<file path="config.mk">
export PLATFORM = sky130hd
export DESIGN_NAME = display_frame_reader_flat
export DESIGN_NICKNAME = d
export VERILOG_FILES = /design/src/rtl/display_frame_reader_pkg.sv /design/src/rtl/display_frame_reader_if.sv /design/src/rtl/display_frame_reader_unpack.sv /design/src/rtl/display_frame_reader.sv /design/src/flat_wrapper.sv
export SDC_FILE = /design/constraint.sdc
export NUM_CORES = 1
export LEC_CHECK = 0
export BUFFER_PORTS_ARGS = -buffer_cell sky130_fd_sc_hd__buf_4
export CORE_ASPECT_RATIO = 0.7
export CORE_MARGIN = 8
export CORE_UTILIZATION = 53
export CTS_CLUSTER_DIAMETER = 200
export DETAILED_ROUTE_END_ITERATION = 12
export PLACE_DENSITY = 0.79
export SYNTH_ARGS = -nofsm -noshare
export SYNTH_HDL_FRONTEND = slang
export SYNTH_HIERARCHICAL = 1
export SYNTH_SLANG_ARGS = --single-unit
</file>
<file path="constraint.sdc">
create_clock -name iClk -period 2.4 [get_ports iClk]
set_clock_uncertainty 0.05 [all_clocks]
set_input_delay 0.12 -clock iClk [delete_from_list [all_inputs] [get_ports iClk]]
set_output_delay 0.12 -clock iClk [all_outputs]
set_load 0.01 [all_outputs]
</file>
<file path="src/rtl/display_frame_reader_pkg.sv">
// Shared types and field layout for the display read path (package display_pkg).
// The packed word carries a 10-bit channel in [9:0] and 5 green bits in [14:10].
package display_pkg;

    typedef enum logic [1:0] {
        IDLE,
        STREAM,
        DRAIN
    } state_t;

    localparam int B_LSB   = 0;
    localparam int B_MSB   = 9;
    localparam int GHI_LSB = 10;
    localparam int GHI_MSB = 14;
    localparam int PIX_W   = 10;
    localparam int WORD_W  = 16;
    localparam int COORD_W = 16;

    localparam int H_ACTIVE_DEF = 640;
    localparam int V_ACTIVE_DEF = 480;

    typedef struct packed {
        logic [PIX_W-1:0] red;
        logic [PIX_W-1:0] green;
        logic [PIX_W-1:0] blue;
    } rgb_t;

endpackage

</file>
<file path="src/rtl/display_frame_reader_if.sv">
// FIFO read side and pixel output bundle of the display frame reader.
// master = the reader itself, slave = the FIFOs/VGA controller around it.
interface display_frame_reader_if;
    import display_pkg::*;

    logic                  iFrameStart;
    logic                  iPixelReq;
    logic [WORD_W-1:0]     iRd1_data;
    logic [WORD_W-1:0]     iRd2_data;
    logic                  iRd1_empty;
    logic                  iRd2_empty;
    logic                  oRd1_req;
    logic                  oRd2_req;
    logic [PIX_W-1:0]      oRed;
    logic [PIX_W-1:0]      oGreen;
    logic [PIX_W-1:0]      oBlue;
    logic                  oValid;
    logic [COORD_W-1:0]    oX_Cont;
    logic [COORD_W-1:0]    oY_Cont;
    logic                  oFrameDone;
    logic                  oUnderflow;

    modport master (
        input  iFrameStart, iPixelReq, iRd1_data, iRd2_data, iRd1_empty, iRd2_empty,
        output oRd1_req, oRd2_req, oRed, oGreen, oBlue, oValid,
               oX_Cont, oY_Cont, oFrameDone, oUnderflow
    );

    modport slave (
        output iFrameStart, iPixelReq, iRd1_data, iRd2_data, iRd1_empty, iRd2_empty,
        input  oRd1_req, oRd2_req, oRed, oGreen, oBlue, oValid,
               oX_Cont, oY_Cont, oFrameDone, oUnderflow
    );

endinterface

</file>
<file path="src/rtl/display_frame_reader_unpack.sv">
// Registered unpack of two FIFO words into 10-bit RGB (module pixel_unpack).
// With UNDERFLOW_REPEAT_EN an underflowed pixel repeats the last good RGB; otherwise it is black.
module pixel_unpack
    import display_pkg::*;
(
    input  logic              clk,
    input  logic              rst,
    input  logic              vld_p0,
    input  logic              under_p0,
    input  logic [WORD_W-1:0] rd1_p0,
    input  logic [WORD_W-1:0] rd2_p0,
    output rgb_t              rgb_p1
);

    function automatic rgb_t unpack(input logic [WORD_W-1:0] w1, input logic [WORD_W-1:0] w2);
        rgb_t p;
        p.blue  = w1[B_MSB:B_LSB];
        p.red   = w2[B_MSB:B_LSB];
        p.green = {w1[GHI_MSB:GHI_LSB], w2[GHI_MSB:GHI_LSB]};
        return p;
    endfunction

    // Bit 15 of both words carries nothing for the display.
    logic unused_msb;
    assign unused_msb = rd1_p0[WORD_W-1] ^ rd2_p0[WORD_W-1];

    // p0 -> p1: FIFO words arrive one cycle after the pop and are registered here
`ifdef UNDERFLOW_REPEAT_EN
    rgb_t last_rgb;

    always_ff @(posedge clk) begin
        if (rst) begin
            rgb_p1   <= '0;
            last_rgb <= '0;
        end else if (vld_p0) begin
            if (under_p0) begin
                rgb_p1 <= last_rgb;
            end else begin
                rgb_p1   <= unpack(rd1_p0, rd2_p0);
                last_rgb <= unpack(rd1_p0, rd2_p0);
            end
        end else begin
            rgb_p1 <= '0;
        end
    end
`else
    always_ff @(posedge clk) begin
        if (rst) begin
            rgb_p1 <= '0;
        end else if (vld_p0 && !under_p0) begin
            rgb_p1 <= unpack(rd1_p0, rd2_p0);
        end else begin
            rgb_p1 <= '0;
        end
    end
`endif

endmodule

</file>
<file path="src/rtl/display_frame_reader.sv">
// Pops paired pixel words from two SDRAM read FIFOs on display request and emits RGB with X/Y.
// Optional macro UNDERFLOW_REPEAT_EN: underflowed pixels repeat the last good colour instead of black.
module display_frame_reader
    import display_pkg::*;
#(
    parameter int H_ACTIVE = H_ACTIVE_DEF,
    parameter int V_ACTIVE = V_ACTIVE_DEF
) (
    input  logic                  iClk,
    input  logic                  iRst,
    display_frame_reader_if.master bus
);

    localparam logic [COORD_W-1:0] X_LAST = COORD_W'(H_ACTIVE - 1);
    localparam logic [COORD_W-1:0] Y_LAST = COORD_W'(V_ACTIVE - 1);

    state_t               state;
    logic [COORD_W-1:0]   x_cnt;
    logic [COORD_W-1:0]   y_cnt;
    logic                 underflow_q;

    logic                 issue;
    logic                 pop;
    logic                 last_pix;

    logic                 vld_p0;
    logic                 under_p0;
    logic                 done_p0;
    logic [COORD_W-1:0]   x_p0;
    logic [COORD_W-1:0]   y_p0;

    logic                 vld_p1;
    logic                 done_p1;
    logic [COORD_W-1:0]   x_p1;
    logic [COORD_W-1:0]   y_p1;
    rgb_t                 rgb_p1;

    // Every request while streaming is a pixel slot, even if the FIFOs cannot supply it.
    assign issue    = bus.iPixelReq && (state == STREAM);
    assign pop      = issue && !bus.iRd1_empty && !bus.iRd2_empty;
    assign last_pix = (x_cnt == X_LAST) && (y_cnt == Y_LAST);

    assign bus.oRd1_req = pop;
    assign bus.oRd2_req = pop;

    always_ff @(posedge iClk) begin
        if (iRst) begin
            state       <= IDLE;
            x_cnt       <= '0;
            y_cnt       <= '0;
            underflow_q <= 1'b0;
        end else begin
            if (issue && !pop) begin
                underflow_q <= 1'b1;
            end
            case (state)
                IDLE: begin
                    if (bus.iFrameStart) begin
                        state <= STREAM;
                        x_cnt <= '0;
                        y_cnt <= '0;
                    end
                end
                STREAM: begin
                    if (bus.iFrameStart) begin
                        x_cnt <= '0;
                        y_cnt <= '0;
                    end else if (issue) begin
                        if (x_cnt == X_LAST) begin
                            x_cnt <= '0;
                            y_cnt <= (y_cnt == Y_LAST) ? '0 : y_cnt + 1'b1;
                        end else begin
                            x_cnt <= x_cnt + 1'b1;
                        end
                        if (last_pix) begin
                            state <= DRAIN;
                        end
                    end
                end
                DRAIN: begin
                    if (bus.iFrameStart) begin
                        state <= STREAM;
                        x_cnt <= '0;
                        y_cnt <= '0;
                    end else if (done_p1) begin
                        state <= IDLE;
                    end
                end
                default: state <= IDLE;
            endcase
        end
    end

    // p0: issue registered alongside its coordinates while the FIFO word is fetched
    // p1: coordinates aligned with the unpacked colour; a resync kills the pending frame-done
    always_ff @(posedge iClk) begin
        if (iRst) begin
            vld_p0   <= 1'b0;
            under_p0 <= 1'b0;
            done_p0  <= 1'b0;
            x_p0     <= '0;
            y_p0     <= '0;
            vld_p1   <= 1'b0;
            done_p1  <= 1'b0;
            x_p1     <= '0;
            y_p1     <= '0;
        end else begin
            vld_p0   <= issue;
            under_p0 <= issue && !pop;
            done_p0  <= issue && last_pix && !bus.iFrameStart;
            x_p0     <= x_cnt;
            y_p0     <= y_cnt;
            vld_p1   <= vld_p0;
            done_p1  <= done_p0 && !bus.iFrameStart;
            x_p1     <= x_p0;
            y_p1     <= y_p0;
        end
    end

    pixel_unpack u_unpack (
        .clk      (iClk),
        .rst      (iRst),
        .vld_p0   (vld_p0),
        .under_p0 (under_p0),
        .rd1_p0   (bus.iRd1_data),
        .rd2_p0   (bus.iRd2_data),
        .rgb_p1   (rgb_p1)
    );

    assign bus.oRed       = rgb_p1.red;
    assign bus.oGreen     = rgb_p1.green;
    assign bus.oBlue      = rgb_p1.blue;
    assign bus.oValid     = vld_p1;
    assign bus.oX_Cont    = x_p1;
    assign bus.oY_Cont    = y_p1;
    assign bus.oFrameDone = done_p1;
    assign bus.oUnderflow = underflow_q;

endmodule

</file>
<file path="src/flat_wrapper.sv">
// flat-port wrapper written by rule: the top's interface ports become plain ports
module display_frame_reader_flat import display_pkg::*;
#(
    parameter int H_ACTIVE = H_ACTIVE_DEF,
    parameter int V_ACTIVE = V_ACTIVE_DEF
)
  (iClk, iRst, bus_iFrameStart, bus_iPixelReq, bus_iRd1_data, bus_iRd2_data, bus_iRd1_empty, bus_iRd2_empty, bus_oRd1_req, bus_oRd2_req, bus_oRed, bus_oGreen, bus_oBlue, bus_oValid, bus_oX_Cont, bus_oY_Cont, bus_oFrameDone, bus_oUnderflow);
  display_frame_reader_if bus_i ();
  input  logic iClk;
  input  logic iRst;
  input wire logic [$bits(bus_i.iFrameStart)-1:0] bus_iFrameStart;
  input wire logic [$bits(bus_i.iPixelReq)-1:0] bus_iPixelReq;
  input wire logic [$bits(bus_i.iRd1_data)-1:0] bus_iRd1_data;
  input wire logic [$bits(bus_i.iRd2_data)-1:0] bus_iRd2_data;
  input wire logic [$bits(bus_i.iRd1_empty)-1:0] bus_iRd1_empty;
  input wire logic [$bits(bus_i.iRd2_empty)-1:0] bus_iRd2_empty;
  output wire logic [$bits(bus_i.oRd1_req)-1:0] bus_oRd1_req;
  output wire logic [$bits(bus_i.oRd2_req)-1:0] bus_oRd2_req;
  output wire logic [$bits(bus_i.oRed)-1:0] bus_oRed;
  output wire logic [$bits(bus_i.oGreen)-1:0] bus_oGreen;
  output wire logic [$bits(bus_i.oBlue)-1:0] bus_oBlue;
  output wire logic [$bits(bus_i.oValid)-1:0] bus_oValid;
  output wire logic [$bits(bus_i.oX_Cont)-1:0] bus_oX_Cont;
  output wire logic [$bits(bus_i.oY_Cont)-1:0] bus_oY_Cont;
  output wire logic [$bits(bus_i.oFrameDone)-1:0] bus_oFrameDone;
  output wire logic [$bits(bus_i.oUnderflow)-1:0] bus_oUnderflow;
  assign bus_i.iFrameStart = bus_iFrameStart;
  assign bus_i.iPixelReq = bus_iPixelReq;
  assign bus_i.iRd1_data = bus_iRd1_data;
  assign bus_i.iRd2_data = bus_iRd2_data;
  assign bus_i.iRd1_empty = bus_iRd1_empty;
  assign bus_i.iRd2_empty = bus_iRd2_empty;
  assign bus_oRd1_req = bus_i.oRd1_req;
  assign bus_oRd2_req = bus_i.oRd2_req;
  assign bus_oRed = bus_i.oRed;
  assign bus_oGreen = bus_i.oGreen;
  assign bus_oBlue = bus_i.oBlue;
  assign bus_oValid = bus_i.oValid;
  assign bus_oX_Cont = bus_i.oX_Cont;
  assign bus_oY_Cont = bus_i.oY_Cont;
  assign bus_oFrameDone = bus_i.oFrameDone;
  assign bus_oUnderflow = bus_i.oUnderflow;
  display_frame_reader #(.H_ACTIVE(H_ACTIVE), .V_ACTIVE(V_ACTIVE)) u_core (.iClk(iClk), .iRst(iRst), .bus(bus_i));
endmodule
</file>
==> impl_metrics.toml <==
[status]
status = "finished, final reports clean"

[placed_design]
hpwl_mm = 6.81
port_buffers = 102
gp_congestion = 0.898
dp_cells = 640

[final_layout]
area_growth_pct = 40.3
num_antenna_cells = 0
fillCellCount = 527
fin_cells = 706
multiInputGateArea_um2 = 1770
drive_gt1_frac = 0.270
nNetsFinal = 613
utilization = 0.764
regArea_um2 = 2680

[synthesis]
async_flop_share = 0
ys_ff_latch = 134
yosysTopAreaCellShare = 0.584
avgSynthCellArea_um2 = 10.7
yosysUniqueCellTypes = 47
ys_seq_area_frac = 0.584
synth_most_common_cell = "dfxtp_1"
syn_nets = 469
synth_edf_count = 0
syn_area_um2 = 4600
yosys-top-cells-area = "dfxtp_1 58%, nor2b_1 8.7%, nor4bb_1 5.9%"
synthCells = 429
synth_flop_cell = "dfxtp_1"
netlist_top_cells_count = "134 x dfxtp_1, 64 x nor2b_1, 28 x nor2_1"
synth_largest_area_cell = "dfxtp_1"
yosys_warnings = 6

[clock_network]
cts_tree = "done"
htree_levels = 4
cts-root-buf = "clkbuf_16"
insertion_delay_ns = 0.41
numClockSinks = 134
clk_pin_slew_ns = 0.05
cts_buffers = 17
clockBufferDepth = 2

[sta]
max_freq_mhz = 427
finalHoldViolations = 0
slew_viol_final = 0
relSlewSlack = 0.449
min_period_ns = 2.34
fin_crit_sh = 0.975
setup_viol = 0
tightest_slew_ns = 0.825

[worst_setup_path]
critPathMaxStageDelay_ns = 0.56
critPathLaunchType = "register"
crit_path_end_kind = "register"
critPathMaxFanout = 10
cp_cell_sequence = "or4b_4 -> nor4_4 -> buf_4 -> o211ai_1 -> or3_1 -> a21oi_1"
critPathRequiredTime_ns = 2.68
path_class = "register to register"
worstPathArrival_ns = 2.62
critPathSlowestCell = "or4b_4"

[route]
dr.first_iter.drc_count = 276
post_drt_wl_per_cell_um = 15.7
via_count = 3721
totalWireLength_mm = 11.1
drt_pass1_iterations = 5
antenna_left = 0
remaining_drc_errors = 0
avgViaCountPerCell = 5.27

[die]
core_area_um2 = 8440
fp.dieW_um = 127
num_rows = 28
num_io_pins = 105
die_y_um = 93.9
start_util = 0.544
die_area_um2 = 12000

[global_routing]
gr-total-overflow = 0
antenna_found_initial = 0
grt_pass1_wl_mm = 18.1
grt_max_degree = 76
grt_use_total = 0.190
grt_pass1_vias = 3714

[power_and_ir_drop]
peakVddDrop_mv = 0.688
leakage_nw = 2.63
pwr_density_cell_nw_per_um2 = 788

[flow_run]
max_cap_viol_count = 0

[hold_path]
hold_class = "input pin to register"
==> power breakdown <==
part | switching [mW] | internal (mW)
combinational | 0.0968 | 0.119
clock | 0.884 | 1.73
sequential | 0.0149 | 2.24
==> path summary, 6_finish.rpt <==
| check | from | endpoint | slack (ns) | cells after the start |
|---|---|---|---|---|
| worst max-delay path | u_core/x_cnt[11] | u_core/y_cnt[10] | 0.06 | 6 |
| worst max register to register | u_core/x_cnt[11] | u_core/y_cnt[10] | 0.06 | 6 |
| worst min-delay path | bus_iPixelReq | u_core/vld_p0 | 0.02 | 3 |
| worst min register to register | u_core/y_p0[3] | u_core/bus.oY_Cont[3] | 0.38 | 1 |
==> sequential cells by signal (all words and copies together) (netlist names) <==
name and cells:
u_core/x_cnt 16, u_core/done_p0 1, u_core/y_p0 16, u_core/bus.oY_Cont 16, u_core/bus.oValid 1, u_core/y_cnt 16
u_core/u_unpack/rgb_p1 30, u_core/under_p0 1, u_core/state 2, u_core/bus.oUnderflow 1, u_core/bus.oX_Cont 16, u_core/bus.oFrameDone 1
u_core/x_p0 16, u_core/vld_p0 1
==> cells in the final DEF, fill, tap and decap left out, types with 6 or more instances in the layout <==
cell           instances
nand4_1                8
nor2_1                28
nand3_1               12
dlygate4sd3_1         33
nor4bb_1              27
xor2_1                11
o21ai_0                9
buf_4                119
nor2b_1               64
dfxtp_1              134
nor3_1                 6
clkbuf_16             17
nor4_1                 7
a21oi_1               15
nand2_1               13
clkinv_2               7
==> cell families (layout without fill, tap and decap cells) <==
group | count (synthesis) | in the layout | synth area share
AO/OA/AOI/OAI | 49 | 49 | 0.0667
XOR/XNOR | 14 | 14 | 0.0267
adder cells (fa/ha/maj) | 2 | 2 | 0.00544
multiplexers | 1 | 1 | 0.00218
buffers and inverters | 31 | 188 | 0.0327
flip-flops | 134 | 134 | 0.584
AND/OR/NAND/NOR | 198 | 198 | 0.283
==> final cells by class <==
type / count / share of cell area
multi-input combinational: 264 / 0.274
sequential: 134 / 0.416
tap: 120 / 0.0233
clock inverter: 10 / 0.0194
timing repair buffer: 152 / 0.190
clock buffer: 22 / 0.0751
inverter: 4 / 0.00233
==> critical path, delay by kind of cell (launching register included) <==
kind                   cells  cell delay [ns]
AO/OA/AOI/OAI              2             0.33
buffers and inverters      1             0.24
flip-flops                 1             0.36
AND/OR/NAND/NOR            3             1.29
==> per-layer routing <==
metal  vias up  wire length, um  share of wire  track usage
li1       1799                -              -            -
met1      1727             4510           0.41        0.210
met2       162             5390           0.49        0.315
met3        33              916          0.083       0.0748
met4         0              283          0.025        0.102
met5         -                0              0            0
==> through the flow <==
stage / hold WS (ns) / setup slack, ns / setup TNS, ns / total power [mW] / area (um^2)
floorplan: 0.146 / 0.204 / 0 / 2.39 / 4600
global placement: 0.269 / 0.219 / 0 / 2.47 / 5500
detailed placement: 0.282 / 0.115 / 0 / 2.47 / 5500
CTS: 0.00697 / 0.0540 / 0 / 5.12 / 6440
global route: 0.0217 / -0.0153 / -0.0229 / 5.26 / 6450
finish: 0.0231 / 0.0603 / 0 / 5.09 / 6450
==> what timing repair did <==
action / in CTS / in global routing
setup endpoints to repair: 0 / 10
resized for setup: 0 / 1
hold endpoints to repair: 34 / 0
hold buffers: 33 / 0
setup buffers: 0 / 1
No activity file was read; power rests on OpenSTA's default activity.
